--- src/rtl/ram_access_sched.sv ---
// ram_access_sched: shares one single-port RAM between the DMA master and
// custom logic. Commands use a req/gnt handshake. The RAM command outputs are
// registered. Read data is routed back to its owner with a one-cycle rvalid.
// DMA has fixed priority over custom logic.
// Optional feature: define STARVE_GUARD_EN to add a starvation counter. When
// custom logic has waited STARVE_MAX cycles, it gets one forced grant.
`timescale 1ns/1ps
module ram_access_sched #(
    parameter int W_ADDR     = 12,
    parameter int W_DATA     = 128,
    parameter int RD_LAT     = 1,
    parameter int STARVE_MAX = 8
) (
    input  logic              clk,
    input  logic              rst_n,
    input  logic              dma_req,
    input  logic              dma_we,
    input  logic [W_ADDR-1:0] dma_addr,
    input  logic [W_DATA-1:0] dma_wdata,
    output logic              dma_gnt,
    output logic [W_DATA-1:0] dma_rdata,
    output logic              dma_rvalid,
    input  logic              cus_req,
    input  logic              cus_we,
    input  logic [W_ADDR-1:0] cus_addr,
    input  logic [W_DATA-1:0] cus_wdata,
    output logic              cus_gnt,
    output logic [W_DATA-1:0] cus_rdata,
    output logic              cus_rvalid,
    output logic              ram_en,
    output logic              ram_we,
    output logic [W_ADDR-1:0] ram_addr,
    output logic [W_DATA-1:0] ram_wdata,
    input  logic [W_DATA-1:0] ram_rd_data,
    output logic              busy
);

    logic force_cus;
    logic dma_acc;
    logic cus_acc;

    // Registered RAM command, plus the owner of that command (1 = custom)
    logic              ram_en_q,    ram_en_d;
    logic              ram_we_q,    ram_we_d;
    logic              ram_own_q,   ram_own_d;
    logic [W_ADDR-1:0] ram_addr_q,  ram_addr_d;
    logic [W_DATA-1:0] ram_wdata_q, ram_wdata_d;

    // Read-return pipeline: one valid bit and one owner tag per RD_LAT stage
    logic [RD_LAT-1:0] rd_vld_q, rd_vld_d;
    logic [RD_LAT-1:0] rd_own_q, rd_own_d;

    // The starvation guard is the only thing that can override DMA priority
    assign dma_gnt = dma_req & ~force_cus;
    assign cus_gnt = cus_req & (~dma_req | force_cus);
    assign dma_acc = dma_req & dma_gnt;
    assign cus_acc = cus_req & cus_gnt;

`ifdef STARVE_GUARD_EN
    localparam int CNT_W = $clog2(STARVE_MAX + 1);
    localparam logic [CNT_W-1:0] CNT_MAX = CNT_W'(STARVE_MAX);

    logic [CNT_W-1:0] starve_q, starve_d;

    assign force_cus = (starve_q == CNT_MAX) & cus_req;

    // Count cycles that custom logic waits, saturating at the limit
    always_comb begin
        starve_d = starve_q;
        if (~cus_req | cus_gnt) begin
            starve_d = '0;
        end else if (starve_q != CNT_MAX) begin
            starve_d = starve_q + CNT_W'(1);
        end
    end

    // Starvation counter state
    always_ff @(posedge clk or negedge rst_n) begin
        if (!rst_n) begin
            starve_q <= '0;
        end else begin
            starve_q <= starve_d;
        end
    end
`else
    assign force_cus = 1'b0;
`endif

    // Launch the accepted command next cycle; without an accept, the payload holds
    always_comb begin
        ram_en_d    = dma_acc | cus_acc;
        ram_we_d    = ram_we_q;
        ram_own_d   = ram_own_q;
        ram_addr_d  = ram_addr_q;
        ram_wdata_d = ram_wdata_q;
        if (cus_acc) begin
            ram_we_d    = cus_we;
            ram_own_d   = 1'b1;
            ram_addr_d  = cus_addr;
            ram_wdata_d = cus_wdata;
        end else if (dma_acc) begin
            ram_we_d    = dma_we;
            ram_own_d   = 1'b0;
            ram_addr_d  = dma_addr;
            ram_wdata_d = dma_wdata;
        end
    end

    // Shift each issued read's owner tag along with the RAM read latency
    always_comb begin
        rd_vld_d    = rd_vld_q;
        rd_own_d    = rd_own_q;
        rd_vld_d[0] = ram_en_q & ~ram_we_q;
        rd_own_d[0] = ram_own_q;
        for (int i = 1; i < RD_LAT; i++) begin
            rd_vld_d[i] = rd_vld_q[i-1];
            rd_own_d[i] = rd_own_q[i-1];
        end
    end

    // Command and read-pipeline registers; reset drops any read in flight
    always_ff @(posedge clk or negedge rst_n) begin
        if (!rst_n) begin
            ram_en_q    <= 1'b0;
            ram_we_q    <= 1'b0;
            ram_own_q   <= 1'b0;
            ram_addr_q  <= '0;
            ram_wdata_q <= '0;
            rd_vld_q    <= '0;
            rd_own_q    <= '0;
        end else begin
            ram_en_q    <= ram_en_d;
            ram_we_q    <= ram_we_d;
            ram_own_q   <= ram_own_d;
            ram_addr_q  <= ram_addr_d;
            ram_wdata_q <= ram_wdata_d;
            rd_vld_q    <= rd_vld_d;
            rd_own_q    <= rd_own_d;
        end
    end

    assign ram_en     = ram_en_q;
    assign ram_we     = ram_we_q;
    assign ram_addr   = ram_addr_q;
    assign ram_wdata  = ram_wdata_q;

    assign dma_rvalid = rd_vld_q[RD_LAT-1] & ~rd_own_q[RD_LAT-1];
    assign cus_rvalid = rd_vld_q[RD_LAT-1] &  rd_own_q[RD_LAT-1];
    assign dma_rdata  = dma_rvalid ? ram_rd_data : '0;
    assign cus_rdata  = cus_rvalid ? ram_rd_data : '0;
    assign busy       = |rd_vld_q;

endmodule
--- config.mk ---
export PLATFORM = sky130hd
export DESIGN_NAME = ram_access_sched
export DESIGN_NICKNAME = d
export VERILOG_FILES = /design/src/rtl/ram_access_sched.sv
export SDC_FILE = /design/constraint.sdc
export NUM_CORES = 1
export LEC_CHECK = 0
export CORE_AREA = 2 2 318 320
export DETAILED_ROUTE_END_ITERATION = 7
export DIE_AREA = 0 0 320 322
export GPL_ROUTABILITY_DRIVEN = 0
export PLACE_DENSITY = 0.42
export SLEW_MARGIN = 20
export SYNTH_ARGS = -nofsm -noshare
export SYNTH_HDL_FRONTEND = slang
export SYNTH_SLANG_ARGS = --single-unit
--- constraint.sdc ---
create_clock -name clk -period 3.07 [get_ports clk]
set_input_delay 0.4605 -clock clk [delete_from_list [all_inputs] [get_ports clk]]
set_output_delay 0.4605 -clock clk [all_outputs]
set_load 0.1 [all_outputs]
Word-level counts from Yosys, hierarchy flattened. Index checks and enable logic that the tools add are counted.

Mux-type cells: 10. Bitwise operators: 9. Reduce and logical (&&, ||, !) cells: 1.

Operator list (count): 128-bit two-way mux (4); 12-bit two-way mux (2); 1-bit AND (5); 1-bit two-way mux (4); 1-bit inverter (3); 2-bit nonzero test (1); 1-bit bitwise OR (1).

Register bits after elaboration: 145. Input port bits: 414. Output and inout port bits: 403. Word-level logic and storage cells: 27.

Logic depth before layout (Yosys ltp).
Depth after elaboration: 4. Depth in mapped cells: 5. Depth with buffers taken out: 2.

Least setup slack after synthesis. OpenSTA, ideal clock, no wires.

Path type: register -> output. From: reg rd_vld_q (netlist: busy). To: out dma_rdata[118]. Arrival time: 3.094 ns. Data required time: 2.609 ns. Slack: -0.484 ns. Cell stages (with the launch flop): 4. Path buffers: 1. Cells stage by stage: dfrtp_1 nor2b_2 clkbuf_1 and2_1.

Word-level cells in the longest chain between the ends: 2.

Ends and longest elaborated chain: start: declaration (line 50) `logic [RD_LAT-1:0] rd_vld_q, rd_vld_d;`; start signal: assignment (line 137) `rd_vld_q <= rd_vld_d;`; 1-bit AND (line 147) `assign dma_rvalid = rd_vld_q[RD_LAT-1] & ~rd_own_q[RD_LAT-1];`; named net dma_rvalid (line 22) `output logic dma_rvalid,`; 128-bit two-way mux (line 149) `assign dma_rdata = dma_rvalid ? ram_rd_data : '0;`; end: declaration (line 21) `output logic [W_DATA-1:0] dma_rdata,`.

The timed path passes the listed nets, and every way through them passes these cells.

Worst setup path after layout.
From: reg rd_vld_q (netlist: busy). To: out dma_rdata[18].

Word-level cells in the longest chain between the ends: 2.

Ends and longest elaborated chain (line): 1-bit AND (147); 128-bit two-way mux (149).

No other way between the ends.

==> key figures <==
Finish
  – Commonest non-fill, non-tap cell in the layout: clkdlybuf4s50_1
  – Fraction of layout cells with a size suffix above 1: 27.0%
  – Most frequent cells in the layout: clkdlybuf4s50_1, buf_4, buf_12
  – Nets@finish: 2099
  – Area Growth Syn to Fin: 132%

Clock tree
  – Setup bufs post-CTS: 0
  – CTS tree: built
  – Number of hold buffers added after cts: 0
  – Max clock buf depth: 2
  – Worst-Skew Late Latency: 0.47 ns
  – Inserted Clock Buffers: 17
  – Post-cts sizing count: 0
  – CTS H-tree depth: 4
  – Clock transition at path regs: 0.07 ns
  – CTS root buffer: clkbuf_16
  – # clock sinks: 145

STA
  – Final min period: 2.73 ns
  – Worst slew pin tran: 0.788 ns
  – RSZ-0062 raised after global routing: no
  – Slew margin rel.: 47.5%
  – Slew Viols, Final: 0
  – Hold slack: 0.0225 ns
  – Worst Skew: 0.0104 ns
  – Final-report hold violation count: 0
  – Final period util: 88.9%
  – Max Clk Rate: 0.367 GHz
  – # setup viols final: 0
  – Setup tns final: 0 ns

Synth
  – Yosys cell types: 16
  – Synth warnings: 0
  – Post-synth design cell area: 8400 um^2
  – Area contributors post-synth: dfrtp_1, mux2i_1, and2_1, and3_1, o21ai_1
  – Avg Cell Area, Syn: 9.12 um^2
  – Post-synth top area share: 43.2%
  – Register area share after synthesis: 43.2%
  – Syn Nets: 1335
  – Cells after Synth: 921
  – #FFs+latches synth: 145
  – Leading area contributor after synthesis: dfrtp_1

Flow run
  – Number of max-cap violations: 0

Routing
  – Drt pass-1 iters: 4
  – DRC Markers: 0
  – Wirelength per Cell: 21.6 um
  – Antenna-violating nets left: 0
  – DR vias: 9937
  – Vias per cell: 3.30
  – Initial DRC count: 325
  – Post-Route WL: 65100 um

Floorplanning
  – Starting density of the core: 8.43%
  – Chip height: 322 um
  – Ports: 817
  – Area of the core: 99600 um^2
  – Row count: 116
  – Width of the chip: 320 um
  – Total die area: 103000 um^2

Worst setup path
  – Crit path capture type: output port
  – Critical path class: flop to output port
  – CP arrival: 2.27 ns
  – Startpoint types: flop
  – Critical path required time: 2.61 ns
  – Worst-path maximum fanout: 75

Run status
  – Status: finished clean

Power
  – Switching part of the total: 49.0%
  – Comb power frac: 53.0%
  – Psw: 4630 uW
  – Leak: 0.00879 uW
  – Seq pwr share: 23.5%
  – Internal cell power: 4820 uW
  – Power per cell area: 486 nW/um^2
  – Peak VDD IR: 0.318 mV
  – Clock power frac: 23.5%

GRT
  – Vias in the first global route: 10400
  – Initial antenna violation count: 33
  – Tot GR Track Use: 12.2%
  – GRT Residual Overflow: 0
  – Pin count of the biggest net entering global routing: 129
  – First-pass GRT wire length: 86400 um

Place
  – HPWL after detailed placement: 55300 um
  – IO buf count: 816

Worst hold path
  – Hold WC Path Type: input port to async pin
-- cells in the mapped netlist --
master	n
and2_1	129
nor2b_2	1
o21ai_0	2
clkbuf_2	1
nand2_1	141
nor2_1	2
o21ai_1	139
nor2b_1	2
dfrtp_1	145
mux2i_1	141
buf_4	7
clkbuf_1	37
and3_1	128
buf_6	9
buf_2	36
or2_1	1
-- area by class of cell --
class	instances	area, um^2
Fill cell	11000	80100
Timing Repair Buffer	835	9280
Multi-Input combinational cell	686	4290
Sequential cell	145	3640
Tap cell	1298	1620
Clock buffer	21	460
Clock inverter	11	129
Antenna cell	16	40.0
-- metal layers --
metal / up-vias / share of wire [%] / track usage [%]
li1: 4682 / - / -
met1: 4636 / 38 / 13.2
met4: 24 / 2.6 / 5.04
met2: 524 / 49 / 20.4
met5: - / 0.33 / 1.80
met3: 71 / 9.7 / 5.46
-- worst max-delay path, stage by stage (launching register included) --
cell and delay, ns:
dfrtp_4 0.52, nor2b_4 0.18, buf_4 0.46, and2_1 0.34
buf_12 0.21
-- final timing paths --
| path | from | end | slack [ns] | depth (start not counted) |
|---|---|---|---|---|
| worst max-delay path | busy | dma_rdata[18] | 0.34 | 4 |
| worst min-delay path | rst_n | ram_wdata[35] | 0.02 | 1 |
| worst max register to register | ram_addr[3] | ram_addr[3] | 2.21 | 2 |
| worst min register to register | ram_own_q | rd_own_q | 0.38 | 0 |
| max in group asynchronous | rst_n | ram_wdata[62] | 2.33 | 2 |
| min in group clk | ram_own_q | rd_own_q | 0.38 | 0 |
-- flip-flops by register name, summed over array words and instances, names as in the netlist --
| name | count |
|---|---|
| ram_we | 1 |
| rd_own_q | 1 |
| busy | 1 |
| ram_en | 1 |
| ram_wdata | 128 |
| ram_addr | 12 |
| ram_own_q | 1 |
-- power by group through the flow --
stage	sequential, uW	combinational (uW)	clock (uW)
finish	2220	5010	2220
global route	2240	5170	2400
CTS	2220	5060	2360
detailed placement	2250	5060	0
global placement	2250	5040	0
floorplan	3500	1900	0
-- logic make-up (layout without fill, tap and decap cells) --
logic type / Yosys count / after routing / share of synthesized area (%)
simple gates: 404 / 404 / 25.9
flops: 145 / 145 / 43.2
compound gates: 141 / 141 / 8.41
mux: 141 / 141 / 16.8
buf+inv: 90 / 867 / 5.69
other cells: 0 / 16 / 0
-- per-stage QoR --
step                total power [uW]  setup WS [ns]  instances  utilization, %  area, um^2
CTS                             9640          0.255       2996            19.5       19400
finish                          9450          0.342       3012            19.5       19500
global route                    9820          0.156       3007            19.5       19400
detailed placement              7310          0.797       2964            18.9       18800
floorplan                       5390         0.0125        921               -        8400
global placement                7290          0.826       2964            18.9       18800
(Power assumes the default switching activity.)
